`src/rtl/keypad_pkg.sv`:
```
// Shared types and constants for the 4x4 matrix keypad scanner: FSM states,
// default timing parameters, key map and column drive patterns.
package keypad_pkg;

  localparam int SCAN_DIV_DEFAULT     = 1000;
  localparam int DEBOUNCE_CNT_DEFAULT = 100000;

  typedef enum logic [1:0] {
    SCAN       = 2'd0,
    PRESS_DB   = 2'd1,
    HOLD       = 2'd2,
    RELEASE_DB = 2'd3
  } state_t;

  // Row r, column c to hex legend of the physical keypad
  function automatic logic [3:0] key_code(input logic [1:0] r, input logic [1:0] c);
    logic [3:0] code;
    case ({r, c})
      4'b00_00: code = 4'h1;
      4'b00_01: code = 4'h2;
      4'b00_10: code = 4'h3;
      4'b00_11: code = 4'hA;
      4'b01_00: code = 4'h4;
      4'b01_01: code = 4'h5;
      4'b01_10: code = 4'h6;
      4'b01_11: code = 4'hB;
      4'b10_00: code = 4'h7;
      4'b10_01: code = 4'h8;
      4'b10_10: code = 4'h9;
      4'b10_11: code = 4'hC;
      4'b11_00: code = 4'h0;
      4'b11_01: code = 4'hF;
      4'b11_10: code = 4'hE;
      4'b11_11: code = 4'hD;
      default:  code = 4'h0;
    endcase
    return code;
  endfunction

  function automatic logic [3:0] col_drive(input logic [1:0] idx);
    logic [3:0] drv;
    case (idx)
      2'd0:    drv = 4'b1110;
      2'd1:    drv = 4'b1101;
      2'd2:    drv = 4'b1011;
      2'd3:    drv = 4'b0111;
      default: drv = 4'b1110;
    endcase
    return drv;
  endfunction

endpackage

```
`src/rtl/keypad_scanner.sv`:
```
// Column-scanning 4x4 keypad decoder with press/release debounce; emits one
// key_valid pulse per accepted press and holds the decoded code.
module keypad_scanner
  import keypad_pkg::*;
#(
  parameter int SCAN_DIV     = SCAN_DIV_DEFAULT,
  parameter int DEBOUNCE_CNT = DEBOUNCE_CNT_DEFAULT
) (
  input  logic       clk,
  input  logic       rst_n,
  input  logic [3:0] row,
  output logic [3:0] col,
  output logic [3:0] decode,
  output logic       key_valid
);

  localparam int SCAN_W = $clog2(SCAN_DIV + 1);
  localparam int DB_W   = $clog2(DEBOUNCE_CNT + 1);
  localparam logic [SCAN_W-1:0] SCAN_LAST = SCAN_W'(SCAN_DIV - 1);
  localparam logic [DB_W-1:0]   DB_LAST   = DB_W'(DEBOUNCE_CNT - 1);

  logic [3:0]        row_meta_r, row_sync_r;
  state_t            state_r, state_s;
  logic [1:0]        col_idx_r, col_idx_s;
  logic [3:0]        col_r, col_s;
  logic [SCAN_W-1:0] scan_cnt_r, scan_cnt_s;
  logic [DB_W-1:0]   db_cnt_r, db_cnt_s;
  logic [1:0]        key_row_r, key_row_s;
  logic [3:0]        decode_r, decode_s;
  logic              key_valid_r, key_valid_s;
  logic [1:0]        low_row_s;
  logic              any_low_s;
  logic              key_low_s;

  // Two-flop synchronizer; idle value is all rows released (high)
  always_ff @(posedge clk) begin
    if (!rst_n) begin
      row_meta_r <= 4'hF;
      row_sync_r <= 4'hF;
    end else begin
      row_meta_r <= row;
      row_sync_r <= row_meta_r;
    end
  end

  // Lowest-numbered low row wins when several rows are pulled down
  always_comb begin
    casez (row_sync_r)
      4'b???0: low_row_s = 2'd0;
      4'b??01: low_row_s = 2'd1;
      4'b?011: low_row_s = 2'd2;
      4'b0111: low_row_s = 2'd3;
      default: low_row_s = 2'd0;
    endcase
  end

  assign any_low_s = (row_sync_r != 4'hF);
  assign key_low_s = ~row_sync_r[key_row_r];

  // FSM state and datapath registers
  always_ff @(posedge clk) begin
    if (!rst_n) begin
      state_r     <= SCAN;
      col_idx_r   <= 2'd0;
      col_r       <= 4'b1110;
      scan_cnt_r  <= '0;
      db_cnt_r    <= '0;
      key_row_r   <= 2'd0;
      decode_r    <= 4'h0;
      key_valid_r <= 1'b0;
    end else begin
      state_r     <= state_s;
      col_idx_r   <= col_idx_s;
      col_r       <= col_s;
      scan_cnt_r  <= scan_cnt_s;
      db_cnt_r    <= db_cnt_s;
      key_row_r   <= key_row_s;
      decode_r    <= decode_s;
      key_valid_r <= key_valid_s;
    end
  end

  // Next-state logic; column only advances after a full scan slot or a debounced release
  always_comb begin
    state_s     = state_r;
    col_idx_s   = col_idx_r;
    scan_cnt_s  = scan_cnt_r;
    db_cnt_s    = db_cnt_r;
    key_row_s   = key_row_r;
    decode_s    = decode_r;
    key_valid_s = 1'b0;
    case (state_r)
      SCAN: begin
        if (scan_cnt_r == SCAN_LAST) begin
          scan_cnt_s = '0;
          db_cnt_s   = '0;
          if (any_low_s) begin
            state_s   = PRESS_DB;
            key_row_s = low_row_s;
          end else begin
            col_idx_s = col_idx_r + 2'd1;
          end
        end else begin
          scan_cnt_s = scan_cnt_r + SCAN_W'(1);
        end
      end
      PRESS_DB: begin
        if (key_low_s) begin
          if (db_cnt_r == DB_LAST) begin
            state_s     = HOLD;
            db_cnt_s    = '0;
            decode_s    = key_code(key_row_r, col_idx_r);
            key_valid_s = 1'b1;
          end else begin
            db_cnt_s = db_cnt_r + DB_W'(1);
          end
        end else begin
          state_s    = SCAN;
          db_cnt_s   = '0;
          scan_cnt_s = '0;
        end
      end
      HOLD: begin
        if (!any_low_s) begin
          state_s  = RELEASE_DB;
          db_cnt_s = '0;
        end else begin
          state_s = HOLD;
        end
      end
      RELEASE_DB: begin
        if (!any_low_s) begin
          if (db_cnt_r == DB_LAST) begin
            state_s    = SCAN;
            db_cnt_s   = '0;
            scan_cnt_s = '0;
            col_idx_s  = col_idx_r + 2'd1;
          end else begin
            db_cnt_s = db_cnt_r + DB_W'(1);
          end
        end else begin
          state_s  = HOLD;
          db_cnt_s = '0;
        end
      end
      default: begin
        state_s    = SCAN;
        scan_cnt_s = '0;
        db_cnt_s   = '0;
      end
    endcase
    col_s = col_drive(col_idx_s);
  end

  assign col       = col_r;
  assign decode    = decode_r;
  assign key_valid = key_valid_r;

endmodule
```
`config.mk`:
```
export PLATFORM = sky130hd
export DESIGN_NAME = keypad_scanner
export DESIGN_NICKNAME = d
export VERILOG_FILES = /design/src/rtl/keypad_pkg.sv /design/src/rtl/keypad_scanner.sv
export SDC_FILE = /design/constraint.sdc
export NUM_CORES = 1
export LEC_CHECK = 0
export CAP_MARGIN = 20
export CORE_UTILIZATION = 34
export DETAILED_ROUTE_END_ITERATION = 6
export GPL_TIMING_DRIVEN = 0
export PLACE_DENSITY = 0.53
export SYNTH_ARGS = -nofsm -noshare
export SYNTH_HDL_FRONTEND = slang
export SYNTH_SLANG_ARGS = --single-unit
```
`constraint.sdc`:
```
create_clock -name clk -period 2.4 [get_ports clk]
set_clock_uncertainty 0.2 [all_clocks]
set_input_delay 0.24 -clock clk [delete_from_list [all_inputs] [get_ports clk]]
set_output_delay 0.24 -clock clk [all_outputs]
set_load 0.01 [all_outputs]
```
# Yosys cells after proc, flatten, opt, wreduce, memory -nomap -nowiden
# Memory sizes are Yosys's and may differ from the RTL's. A register that Yosys moved wholly into a read port is not among the register bits.
# Index checks and enable logic that the tools add are counted.
totals:
  regBits: 46
  rom_bits: 64
  mem_count: 1
op_classes:
  addsub: 3
  magnitude_cmp: 1
  eq_ne: 20
  n_mux: 29
  bitwise_logic: 3
  reduce_logical: 10
mem_list:
  columns: ["memory", "depth", "width", "read_ports", "rd_clocked_by_memory_dff", "write_ports", "line_no", "rtl"]
  rows:
  - ["(no name shown)", 16, 4, 1, 1, 0, "keypad_pkg.sv:18", "case ({r, c})"]
ops:
  columns: ["op", "n"]
  rows:
  - ["2-to-1 mux 17 bit", 5]
  - ["one-hot mux 17 bit (4 select lines)", 1]
  - ["2-to-1 mux 10 bit", 4]
  - ["one-hot mux 10 bit (3 select lines)", 1]
  - ["2-to-1 mux 2 bit", 10]
  - ["adder 17 x 1 -> 17 bit (second input constant)", 1]
  - ["equality test 17 bit (second input constant)", 1]
  - ["one-hot mux 4 bit (4 select lines)", 1]
  - ["inequality test 2 bit (second input constant)", 6]
  - ["adder 10 x 1 -> 10 bit (second input constant)", 1]
  - ["equality test 10 bit (second input constant)", 1]
  - ["equality test 2 bit (second input constant)", 4]
  - ["one-hot mux 2 bit (4 select lines)", 1]
  - ["AND reduction 4 bit", 2]
  - ["equality test 2 x 1 -> 1 bit (second input constant)", 3]
  - ["inequality test 3 bit (second input constant)", 2]
  - ["one-hot mux 2 bit (3 select lines)", 1]
  - ["AND reduction 3 bit", 2]
  - ["equality test 4 x 3 -> 1 bit (second input constant)", 1]
  - ["zero test 2 bit", 2]
  - ["inequality test 4 bit (second input constant)", 1]
  - ["one-hot mux 2 bit (2 select lines)", 1]
  - ["equality test 3 x 2 -> 1 bit (second input constant)", 1]
  - ["< comparator 2 x 3 -> 1 bit (second input constant)", 1]
  - ["8 further kinds", 12]

# Logic depth before layout (Yosys ltp)
# Gate-level depths: netlist (run 1).
logic_depth:
  word_depth: 6
  ltp_mapped: 9
  depth_no_buf: 8

# Worst setup path before layout (run 1)
# No wires, ideal clock.
synth_timing:
  kind: "flip-flop to flip-flop"
  startpoint: "register state_r[1]"
  endpoint: "register scan_cnt_r[9]"
  setup_time_ns: 0.071
  arrival_ns: 2.153
  t_required_ns: 2.129
  slack_ns: -0.024
  stages_incl_launch_ff: 9
  cell_sequence: "dfxtp_1 > inv_1 > ha_1 > or2_2 > clkbuf_1 > a31oi_2 > nand3_1 > or4_1 > a21oi_1"
synth_between:
  elab_chain_cells: 3
synth_lines:
  columns: ["item", "line_no", "rtl"]
  rows:
  - ["start: declaration", "keypad_scanner.sv:23", "state_t state_r, state_s;"]
  - ["start signal: assignment", "keypad_scanner.sv:72", "state_r <= state_s;"]
  - ["equality test 2 bit (tied with other cells)", "keypad_scanner.sv:92", "case (state_r)"]
  - ["inequality test 2 bit (no source line) / nonzero test 3 bit (equally long branches)", null, null]
  - ["AND reduction 4 bit (no source line)", null, null]
  - ["end signal: assignment", "keypad_scanner.sv:75", "scan_cnt_r <= scan_cnt_s;"]
  - ["end: declaration", "keypad_scanner.sv:26", "logic [SCAN_W-1:0] scan_cnt_r, scan_cnt_s;"]
# Parallel ways exist; a longest one is shown, timed or not.
# A chain may end at the register's enable or synchronous reset.

# Final worst setup path (run 1)
layout_timing:
  startpoint: "register key_row_r[0]"
  endpoint: "register db_cnt_r[16]"
layout_between:
  elab_chain_cells: 4
layout_lines:
  columns: ["item", "line_no", "rtl"]
  rows:
  - ["start: declaration", "keypad_scanner.sv:28", "logic [1:0] key_row_r, key_row_s;"]
  - ["start signal: assignment", "keypad_scanner.sv:77", "key_row_r <= key_row_s;"]
  - ["binary-select mux 1 bit (select 2 bit)", "keypad_scanner.sv:58", "assign key_low_s = ~row_sync_r[key_row_r];"]
  - ["2-to-1 mux 1 bit (implied by the code)", "keypad_scanner.sv:58", null]
  - ["2-to-1 mux 17 bit", "keypad_scanner.sv:108", "if (key_low_s) begin"]
  - ["one-hot mux 17 bit (4 select lines)", "keypad_scanner.sv:92", null]
  - ["end signal: assignment", "keypad_scanner.sv:76", "db_cnt_r <= db_cnt_s;"]
  - ["end: declaration", "keypad_scanner.sv:27", "logic [DB_W-1:0] db_cnt_r, db_cnt_s;"]
# No other way between the ends. The select of a mux whose other input is x is not followed.

==> impl_metrics.csv, run 1 <==
group,metric,value,unit
outcome,status,"finished clean",
sta,fin_setup_tns,0,ns
logic_synthesis,syn_avg_cell_area,8.62,um^2
final_layout,n_fill_cell,758,
floorplan,die_h,88.0,um
global_route,grt_util_all_layers,16.0,%
sta,finalHoldViolCount,0,
final_layout,fin_cells,420,
clock_tree,clockBufferDepth,2,
placement,dp_hpwl,3.86,mm
final_layout,layout-drive-gt1-share,17.4,%
clock_tree,clkSlewWorstSetupHoldPaths,0.09,ns
floorplan,dieArea,0.00775,mm^2
critical_path,endpoint_kind,"flop",
logic_synthesis,synthArstFlopShare,0,%
critical_path,r2r_start,"key_row_r[0]$_SDFFE_PN0P_",
detailed_routing,routed_wl,5.46,mm
logic_synthesis,synthCells,292,
global_route,grt_max_degree,15,
logic_synthesis,synth.distinct_cells,55,
placement,place_congestion,0.759,
floorplan,coreArea,0.00721,mm^2
critical_path,max_stage_delay,0.51,ns
job,drv_cap,0,
pwr,peakVddDrop,284,uV
sta,max-slew-margin-rel,60.6,%
placement,dp_cells,405,
critical_path,ff2ff_path_depth,7,
sta,slew_viol_final,0,
critical_path,cp-start-kind,"flop",
logic_synthesis,yosys_register_bits,50,
final_layout,utilization,42.6,%
pwr,p_leak,1.11,nW
final_layout,layout_common_cells,"dfxtp_1 (46), nor2_1 (35), nand2_1 (25)",
detailed_routing,drcViolationCount,0,
clock_tree,clock-sinks,50,
worst_hold_path,hold_end,"row_sync_r[0]$_SDFF_PN1_",
global_route,antenna_found_initial,0,
sta,setup_viol,0,
sta,fin_crit_sh,97.9,%
final_layout,mostFrequentLayoutCell,"dfxtp_1",
logic_synthesis,synth-edff-count,0,
logic_synthesis,synth_area,0.00252,mm^2
final_layout,diodes,0,
floorplan,io_pins,15,
final_layout,area_growth,22.2,%
global_route,grt.overflow.total,0,
critical_path,crit_arrival,2.39,ns
worst_hold_path,min_path_type,"flop to flop",
clock_tree,postCtsHoldBufs,0,
critical_path,worstPathCellList,"buf_6 -> mux4_2 -> nand2b_4 -> buf_6 -> a21o_4 -> or4_4 -> a21oi_2",
final_layout,nNetsFinal,335,
clock_tree,cts_tree,"yes",
sta,hold_slack,0.213,ns
clock_tree,cts_made_buffers,5,
logic_synthesis,syn_nets,307,
worst_hold_path,hold_path_depth,1,
logic_synthesis,ys.flop_type,"dfxtp_1",
critical_path,regToRegEndpoint,"db_cnt_r[16]$_SDFFE_PN0P_",
clock_tree,cts_max_level,2,
floorplan,die_width,88.0,um
global_route,grt_pass1_vias,2022,
detailed_routing,drt-initial-drc-count,91,
pwr,powerDensity,518,mW/mm^2
critical_path,required,2.44,ns
critical_path,regToRegSetupSlack,0.05,ns
clock_tree,cts-root-buf,"clkbuf_8",
sta,post-route-min-period,2.35,ns
detailed_routing,drt_pre_antenna_iters,4,
final_layout,final_area,0.00308,mm^2
sta,maxClockFrequency,426,MHz
placement,postPlaceCellArea,0.00279,mm^2
floorplan,rows,31,
logic_synthesis,yosysSeqAreaShare,39.8,%
global_route,grt_pass1_wl,9.67,mm
detailed_routing,ant_nets,0,
detailed_routing,num_vias,2100,
critical_path,cp_slowest_cell,"or4_4",
critical_path,critPathMostFrequentCell,"buf_6",
critical_path,cp_max_fo,10,
detailed_routing,viasPerCell,5.00,
floorplan,start_util,34.9,%
placement,numPortBuffers,14,
critical_path,crit_type,"flop to flop",
logic_synthesis,ys_warn_count,0,
sta,worst-slew-pin-transition,0.590,ns
detailed_routing,wire_per_inst,13.0,um
clock_tree,clk_latency,0.30,ns
worst_hold_path,hold_start,"row_meta_r[0]$_SDFF_PN1_",
==> state kept, by name, summed over array words and instances, names as in the netlist <==
signal,flops
col,4
col_idx_r,2
db_cnt_r,17
decode,4
key_row_r,2
key_valid,1
row_meta_r,4
row_sync_r,4
scan_cnt_r,10
state_r,2
==> cell usage after synthesis, types with 3 or more instances <==
| cell type | n | area (um^2) |
|---|---|---|
| and2_1 | 3 | 18.8 |
| nand4_1 | 9 | 56.3 |
| o21ai_0 | 11 | 55.1 |
| and4_1 | 4 | 35.0 |
| clkbuf_1 | 7 | 26.3 |
| nand2b_1 | 8 | 50.1 |
| nor2_1 | 36 | 135 |
| dfxtp_1 | 50 | 1000 |
| inv_1 | 10 | 37.5 |
| a21oi_1 | 18 | 90.1 |
| nor3_1 | 5 | 25.0 |
| ha_1 | 9 | 113 |
| a211oi_1 | 5 | 37.5 |
| nand2_1 | 25 | 93.8 |
| xor2_1 | 11 | 96.3 |
| nand3_1 | 16 | 80.1 |
| xnor2_1 | 3 | 26.3 |
| mux2i_1 | 4 | 40.0 |
| or4_1 | 4 | 30.0 |
| and3_1 | 8 | 50.1 |
==> power breakdown <==
part / leakage [nW] / internal (mW) / switching, mW
Clock: 0.0482 / 0.233 / 0.272
Sequential: 0.408 / 0.853 / 0.0237
Combinational: 0.652 / 0.0885 / 0.123
Total: 1.11 / 1.18 / 0.418
==> metrics by stage <==
step           power (mW)  setup slack (ns)
3_3_place_gp         1.07            -0.424
6_report             1.59            0.0514
5_1_grt              1.68         -0.000369
2_1_floorplan        1.02            0.0207
4_1_cts              1.61           0.00173
3_5_place_dp         1.08            -0.438
==> layer usage <==
layer | vias up | wire length [um] | part of all wire [%] | track usage [%]
met5 | - | 0 | 0 | 0
met4 | 0 | 29 | 0.53 | 3.96
met3 | 2 | 156 | 2.9 | 3.20
met2 | 26 | 2560 | 47 | 26.8
met1 | 979 | 2710 | 50 | 21.1
li1 | 1093 | - | - | -
==> kinds of logic (layout without fill, tap and decap cells) <==
logic type | after synthesis | in the layout | synth area share (%)
XOR/XNOR | 14 | 14 | 4.87
AO/OA/AOI/OAI | 52 | 52 | 12.9
multiplexers | 8 | 8 | 4.42
AND/OR/NAND/NOR | 137 | 137 | 29.6
buffers and inverters | 22 | 51 | 3.98
adder cells (fa/ha/maj) | 9 | 9 | 4.47
flip-flops | 50 | 50 | 39.8
==> worst max path at each step <==
stage	start	cells after the start	to
final	key_row_r[0]$_SDFFE_PN0P_	7	db_cnt_r[16]$_SDFFE_PN0P_
after global routing	key_row_r[0]$_SDFFE_PN0P_	7	db_cnt_r[16]$_SDFFE_PN0P_
after floorplan	scan_cnt_r[0]$_SDFFE_PN0P_	9	db_cnt_r[10]$_SDFFE_PN0P_
after detailed placement	scan_cnt_r[0]$_SDFFE_PN0P_	9	db_cnt_r[9]$_SDFFE_PN0P_
after CTS	db_cnt_r[0]$_SDFFE_PN0P_	7	col[0]$_SDFF_PN0_
after global placement	scan_cnt_r[0]$_SDFFE_PN0P_	9	db_cnt_r[14]$_SDFFE_PN0P_
==> area by class of cell <==
| class | count | area [um^2] | share of cell area [%] |
|---|---|---|---|
| Tap cell | 99 | 124 | 4.03 |
| Sequential cell | 50 | 1010 | 32.8 |
| Buffer | 10 | 61.3 | 1.99 |
| Multi-Input combinational cell | 220 | 1550 | 50.2 |
| Clock inverter | 1 | 5.00 | 0.163 |
| Timing Repair Buffer | 23 | 208 | 6.75 |
| Inverter | 10 | 37.5 | 1.22 |
| Clock buffer | 7 | 86.3 | 2.81 |
==> worst max-delay path: cells and delay by family (launching register included) <==
kind / cells / cell delay [ns]
compound gates: 2 / 0.38
simple gates: 2 / 0.66
flops: 1 / 0.33
mux: 1 / 0.48
buf+inv: 2 / 0.25
==> timing repair <==
| action | CTS | global route |
|---|---|---|
| hold endpoints to repair | 0 | 0 |
| pin swaps | 2 | 5 |
| setup buffers | 4 | 5 |
| resized for setup | 17 | 19 |
| endpoints found under the setup margin | 31 | 27 |
Note: power is estimated with default switching activity, not from simulation.
==> run 2: changes to the inputs <==
--- a/config.mk
+++ b/config.mk
@@ -10,6 +10,7 @@
 export DETAILED_ROUTE_END_ITERATION = 6
 export GPL_TIMING_DRIVEN = 0
 export PLACE_DENSITY = 0.53
+export SLEW_MARGIN = 0
 export SYNTH_ARGS = -nofsm -noshare
 export SYNTH_HDL_FRONTEND = slang
 export SYNTH_SLANG_ARGS = --single-unit
==> results of run 2 <==
No change in the layout: final DEF, timing and power equal those of run 1.
==> run 3: changes to the inputs <==
--- a/config.mk
+++ b/config.mk
@@ -10,6 +10,7 @@
 export DETAILED_ROUTE_END_ITERATION = 6
 export GPL_TIMING_DRIVEN = 0
 export PLACE_DENSITY = 0.53
+export SKIP_CTS_REPAIR_TIMING = 1
 export SLEW_MARGIN = 0
 export SYNTH_ARGS = -nofsm -noshare
 export SYNTH_HDL_FRONTEND = slang
==> constraint.sdc (replaced) <==
create_clock -name clk -period 2.4 [get_ports clk]
set_clock_uncertainty 0.2 [all_clocks]
set_input_delay 0.24 -clock clk [delete_from_list [all_inputs] [get_ports clk]]
set_output_delay 0.24 -clock clk [all_outputs]
set_load 0.005 [all_outputs]
==> run 3 against run 2 <==
Effect of this change:
- register-to-register slack about the same
- sequential share of layout area grew 0.12 points
- clock power shrank 0.8%
- worst hold slack is essentially flat
- wire length is 0.88% higher
- highest routed layer unchanged
==> impl_metrics.csv, run 3 (synthesis gave the netlist of run 1 again) <==
group,metric,value,unit
outcome,status,"finished clean",
detailed_routing,drt_pre_antenna_iters,4,
detailed_routing,drt-initial-drc-count,107,
worst_hold_path,hold_start,"row_meta_r[0]$_SDFF_PN1_",
pwr,peakVddDrop,278,uV
sta,post-route-min-period,2.34,ns
final_layout,area_growth,21.7,%
pwr,comb_power_share,13.5,%
pwr,internal_power,1.18,mW
pwr,swShare,26.1,%
pwr,power.net_switching,0.415,mW
sta,max-slew-margin-rel,59.8,%
critical_path,regToRegEndpoint,"db_cnt_r[16]$_SDFFE_PN0P_",
floorplan,die_width,88.0,um
detailed_routing,wire_per_inst,13.1,um
critical_path,ff2ff_path_depth,7,
global_route,grt_max_degree,15,
worst_hold_path,min_path_type,"flop to flop",
final_layout,largest_reg_flops,17,
pwr,p_clk_share,31.5,%
clock_tree,clock-sinks,50,
detailed_routing,routed_wl,5.50,mm
clock_tree,cts-root-buf,"clkbuf_8",
pwr,pwr-share-seq,55.0,%
final_layout,final_area,0.00306,mm^2
placement,place_congestion,0.759,
sta,fin_setup_tns,0,ns
final_layout,mostFrequentLayoutCell,"dfxtp_1",
critical_path,worst-path-buf-inv,2,
floorplan,coreArea,0.00721,mm^2
global_route,grt_pass1_wl,9.56,mm
critical_path,regToRegSetupSlack,0.06,ns
sta,setup_viol,0,
job,drv_cap,0,
final_layout,diodes,0,
final_layout,largest_register,"db_cnt_r",
final_layout,largestRegisters,"db_cnt_r (17), scan_cnt_r (10)",
global_route,grt.overflow.total,0,
floorplan,rows,31,
critical_path,critPathMostFrequentCell,"buf_6",
critical_path,crit_type,"flop to flop",
critical_path,endpoint_kind,"flop",
sta,fin_crit_sh,97.6,%
placement,numPortBuffers,14,
pwr,powerDensity,520,mW/mm^2
placement,postPlaceCellArea,0.00279,mm^2
clock_tree,cts_max_level,2,
critical_path,max_stage_delay,0.51,ns
clock_tree,cts_tree,"yes",
global_route,grt_pass1_vias,2004,
clock_tree,cts_made_buffers,5,
global_route,antenna_found_initial,0,
critical_path,cp_slowest_cell,"or4_4",
clock_tree,clockBufferDepth,2,
floorplan,dieArea,0.00775,mm^2
final_layout,layout-drive-gt1-share,16.5,%
critical_path,worstPathCellList,"buf_6 -> mux4_2 -> nand2b_4 -> buf_6 -> a21o_4 -> or4_4 -> a21oi_2",
pwr,p_leak,1.10,nW
sta,maxClockFrequency,427,MHz
worst_hold_path,hold_end,"row_sync_r[0]$_SDFF_PN1_",
floorplan,start_util,34.9,%
critical_path,cp_top_family,"simple AND/OR/NAND/NOR gates",
worst_hold_path,hold_path_depth,1,
final_layout,layout_common_cells,"dfxtp_1 (46), nor2_1 (35), nand2_1 (25)",
floorplan,die_h,88.0,um
critical_path,cp_max_fo,10,
sta,worst-slew-pin-transition,0.601,ns
detailed_routing,drcViolationCount,0,
sta,slew_viol_final,0,
critical_path,r2r_start,"key_row_r[0]$_SDFFE_PN0P_",
floorplan,io_pins,15,
critical_path,required,2.44,ns
placement,dp_hpwl,3.86,mm
clock_tree,clkSlewWorstSetupHoldPaths,0.09,ns
detailed_routing,num_vias,2133,
critical_path,cp-start-kind,"flop",
final_layout,n_fill_cell,754,
detailed_routing,viasPerCell,5.08,
clock_tree,clk_latency,0.30,ns
global_route,grt_util_all_layers,15.9,%
detailed_routing,ant_nets,0,
final_layout,nNetsFinal,335,
sta,finalHoldViolCount,0,
critical_path,crit_arrival,2.38,ns
[run 3: layout make-up]
class                           instances  area (um^2)  area share [%]
Multi-Input combinational cell        220         1540            50.1
Sequential cell                        50         1010            32.9
Timing Repair Buffer                   23          208            6.78
Tap cell                               99          124            4.04
Clock buffer                            7         86.3            2.82
Buffer                                 10         58.8            1.92
Inverter                               10         37.5            1.22
Clock inverter                          1         5.00           0.163
[run 3: worst reg2reg max path, cell delays in order (launching register included)]
cell and delay [ns]:
dfxtp_2 0.33, buf_6 0.11, mux4_2 0.48, nand2b_4 0.15, buf_6 0.14, a21o_4 0.24, or4_4 0.51, a21oi_2 0.13
[run 3: metal layers]
layer,routed length [um],global-route usage [%],up-vias
met1,2710,20.7,1013
met4,29,3.96,0
li1,-,-,1093
met2,2620,26.8,25
met3,151,3.20,2
met5,0,0,-
[run 3: stage by stage]
step	total power [mW]	util, %	setup slack, ns	cells	hold WS [ns]
global route	1.68	42.5	-0.0184	420	0.229
floorplan	1.02	-	0.0207	292	0.113
detailed placement	1.08	38.7	-0.438	405	0.196
global placement	1.07	38.7	-0.424	405	0.188
CTS	1.58	39.9	-0.464	413	0.219
finish	1.59	42.5	0.0588	420	0.213
[run 3: worst max-delay path by stage]
stage                                      endpoint  slack [ns]                        from  depth (start not counted)
after floorplan           db_cnt_r[10]$_SDFFE_PN0P_        0.02  scan_cnt_r[0]$_SDFFE_PN0P_                          9
after global placement    db_cnt_r[14]$_SDFFE_PN0P_       -0.42  scan_cnt_r[0]$_SDFFE_PN0P_                          9
after detailed placement   db_cnt_r[9]$_SDFFE_PN0P_       -0.44  scan_cnt_r[0]$_SDFFE_PN0P_                          9
after CTS                  db_cnt_r[9]$_SDFFE_PN0P_       -0.46  scan_cnt_r[0]$_SDFFE_PN0P_                          9
after global routing      db_cnt_r[16]$_SDFFE_PN0P_       -0.02  scan_cnt_r[0]$_SDFFE_PN0P_                          8
final                     db_cnt_r[16]$_SDFFE_PN0P_        0.06   key_row_r[0]$_SDFFE_PN0P_                          7
[run 3: power groups by stage]
stage / Combinational, mW / Sequential, mW / Clock [mW]
floorplan: 0.136 / 0.887 / 0
global placement: 0.181 / 0.892 / 0
detailed placement: 0.182 / 0.893 / 0
CTS: 0.183 / 0.873 / 0.527
global route: 0.243 / 0.880 / 0.557
finish: 0.216 / 0.875 / 0.501
==> patch, RTL diff (settings of run 2) <==
The package constant `DEBOUNCE_CNT_DEFAULT` goes from 100000 to 200000.
--- a/src/rtl/keypad_pkg.sv
+++ b/src/rtl/keypad_pkg.sv
@@ -4,5 +4,5 @@
 
   localparam int SCAN_DIV_DEFAULT     = 1000;
-  localparam int DEBOUNCE_CNT_DEFAULT = 100000;
+  localparam int DEBOUNCE_CNT_DEFAULT = 200000;
 
   typedef enum logic [1:0] {
Behaviour: no difference found for any inputs over 10 cycles, from zero or initial values and one cycle with rst_n low; that may be too few to reach the edited logic, so the function may still have changed.
==> patch against run 2 <==
Clock power fell by 1%; final area rose by 1.2%; fmax rose by 4.9%; area after synthesis rose by 6.3%; utilization fell by 0.83 points; sequential share of layout area rose by 0.087 points; sequential cell count rose by 1; worst setup slack improved by 110 ps; count of clock-buffer cells in the layout fell by 2; total power fell by 0.18%; wire length rose by 7.0%; largest cell class unchanged; largest power group unchanged.
==> patch: results (changes against run 2) <==
| Metric | Value |
|---|---|
| Maximum achievable frequency | `447 MHz (+4.9%)` |
| Number of non-filler instances in the completed layout | `418 (-0.48%)` |
| Post-synthesis sequential area ratio | `38.2% (-1.6 points)` |
| Wire length on met3 | `164 um (+5.1%)` |
| Largest registers | `db_cnt_r: 18 flops, scan_cnt_r: 10 flops` |
| Status | `finished clean` |
| GRT Resource Usage Total | `14.9% (-1.1 points)` |
| Via count of the first global-routing pass | `2017 (-0.25%)` |
| Maximum vdd ir drop | `0.000330 V (+16%)` |
| Leak pwr | `1.06 nW (-4.5%)` |
| Synth Area in Compound Gates | `17.9% (+5.0 points)` |
| Post-placement worst setup slack | `-68.9 ps (+370 ps)` |
| WL met1 | `3050 um (+13%)` |
| Share of synthesized area spent on multiplexers | `4.35% (-0.074 points)` |
| Post-synthesis adder-cell area fraction | `4.68% (+0.20 points)` |
| Fraction of layout instances using a drive strength above 1 | `14.4% (-3.0 points)` |
| Routed wire length per instance | `14.0 um (+7.6%)` |
| Worst Setup SP | `state_r[0]` |
| Post-Synthesis Net Count | `309 (+0.65%)` |
| Pin count of the biggest net entering global routing | `17 (+2)` |
| Most area-consuming cells after synthesis | `sky130_fd_sc_hd__dfxtp_1 38%, sky130_fd_sc_hd__ha_1 4.7%, sky130_fd_sc_hd__nand2_1 3.5%` |
| Setup slack, reg-to-reg | `160 ps (+110 ps)` |
| Gate Count Post-Synth | `293 (+0.34%)` |
| Hpwl dp | `4220 um (+9.3%)` |
| Cell types with the highest counts after synthesis | `51 x sky130_fd_sc_hd__dfxtp_1, 25 x sky130_fd_sc_hd__nand2_1, 22 x sky130_fd_sc_hd__nor2_1` |
| Global-route wire length before repair | `9920 um (+2.5%)` |
| Capture point of the worst path | `col[1]` |
| Iteration-0 DRC Markers | `73 (-20%)` |
| Relative slew margins | `46.8% (-14 points)` |
## patch: cell count changes in the layout (fill, tap and decap cells not counted), moves of 5 or more
cell / run 2 / this run
sky130_fd_sc_hd__and3_1: 8 / 3
sky130_fd_sc_hd__o31ai_1: 1 / 7
sky130_fd_sc_hd__nor2_1: 35 / 21
sky130_fd_sc_hd__buf_4: 10 / 5
sky130_fd_sc_hd__xor2_1: 11 / 4
sky130_fd_sc_hd__a31oi_1: 2 / 9
## patch: worst max-delay path, cell delays in order (launching register included)
cell and delay [ps]:
sky130_fd_sc_hd__dfxtp_1 400, sky130_fd_sc_hd__inv_1 110, sky130_fd_sc_hd__ha_1 380, sky130_fd_sc_hd__nor2_1 170, sky130_fd_sc_hd__nand2_1 60, sky130_fd_sc_hd__or4_1 440
sky130_fd_sc_hd__a31oi_2 240, sky130_fd_sc_hd__nand3_1 100
## patch: cell type report
type | count | area (sq um)
Clock buffer | 5 | 68.8
Fill cell | 747 | 4330
Sequential cell | 51 | 1020
Timing Repair Buffer | 18 | 170
Clock inverter | 3 | 20.0
Tap cell | 99 | 124
Multi-Input combinational cell | 225 | 1630
Inverter | 8 | 30.0
Buffer | 9 | 42.5
## patch: metrics by stage
| stage | TNS [ps] | area [sq um] | utilization [%] | hold WS, ps | total power [W] |
|---|---|---|---|---|---|
| floorplan | 0 | 2680 | - | 113 | 0.00103 |
| global placement | -1270 | 2940 | 39.5 | 192 | 0.00108 |
| detailed placement | -686 | 2940 | 39.5 | 192 | 0.00108 |
| CTS | 0 | 3060 | 41.1 | 217 | 0.00160 |
| global route | -5.82 | 3110 | 41.8 | 239 | 0.00167 |
| finish | 0 | 3110 | 41.8 | 213 | 0.00159 |
## patch: repair_timing
| action | 4_1_cts | 5_1_grt |
|---|---|---|
| setup endpoints to repair | 17 | 27 |
| gates resized for setup | 4 | 8 |
| pin swaps | 1 | 1 |
| buffers inserted | 2 | 2 |
| cloned | 0 | 0 |
## patch: how the worst min path moves through the flow
stage / startpoint / endpoint / cells after the start
CTS: row_meta_r[3] / row_sync_r[3] / 1
global route: row_meta_r[0] / row_sync_r[0] / 1
finish: row_meta_r[3] / row_sync_r[3] / 1
floorplan: rst_n / row_meta_r[3] / 1
global placement: row_meta_r[3] / row_sync_r[3] / 1
detailed placement: row_meta_r[3] / row_sync_r[3] / 1
## patch: routing by layer
layer,track usage (%),up-vias
met5,0,-
met4,4.30,0
met3,3.03,2
met2,22.2,40
met1,21.4,1051
li1,-,1142
## patch: power breakdown
part           total, W  internal, W  switching [W]
logic          0.000203    0.0000812       0.000121
clock network  0.000499     0.000204       0.000296
registers      0.000889     0.000867      0.0000219
total           0.00159      0.00115       0.000439
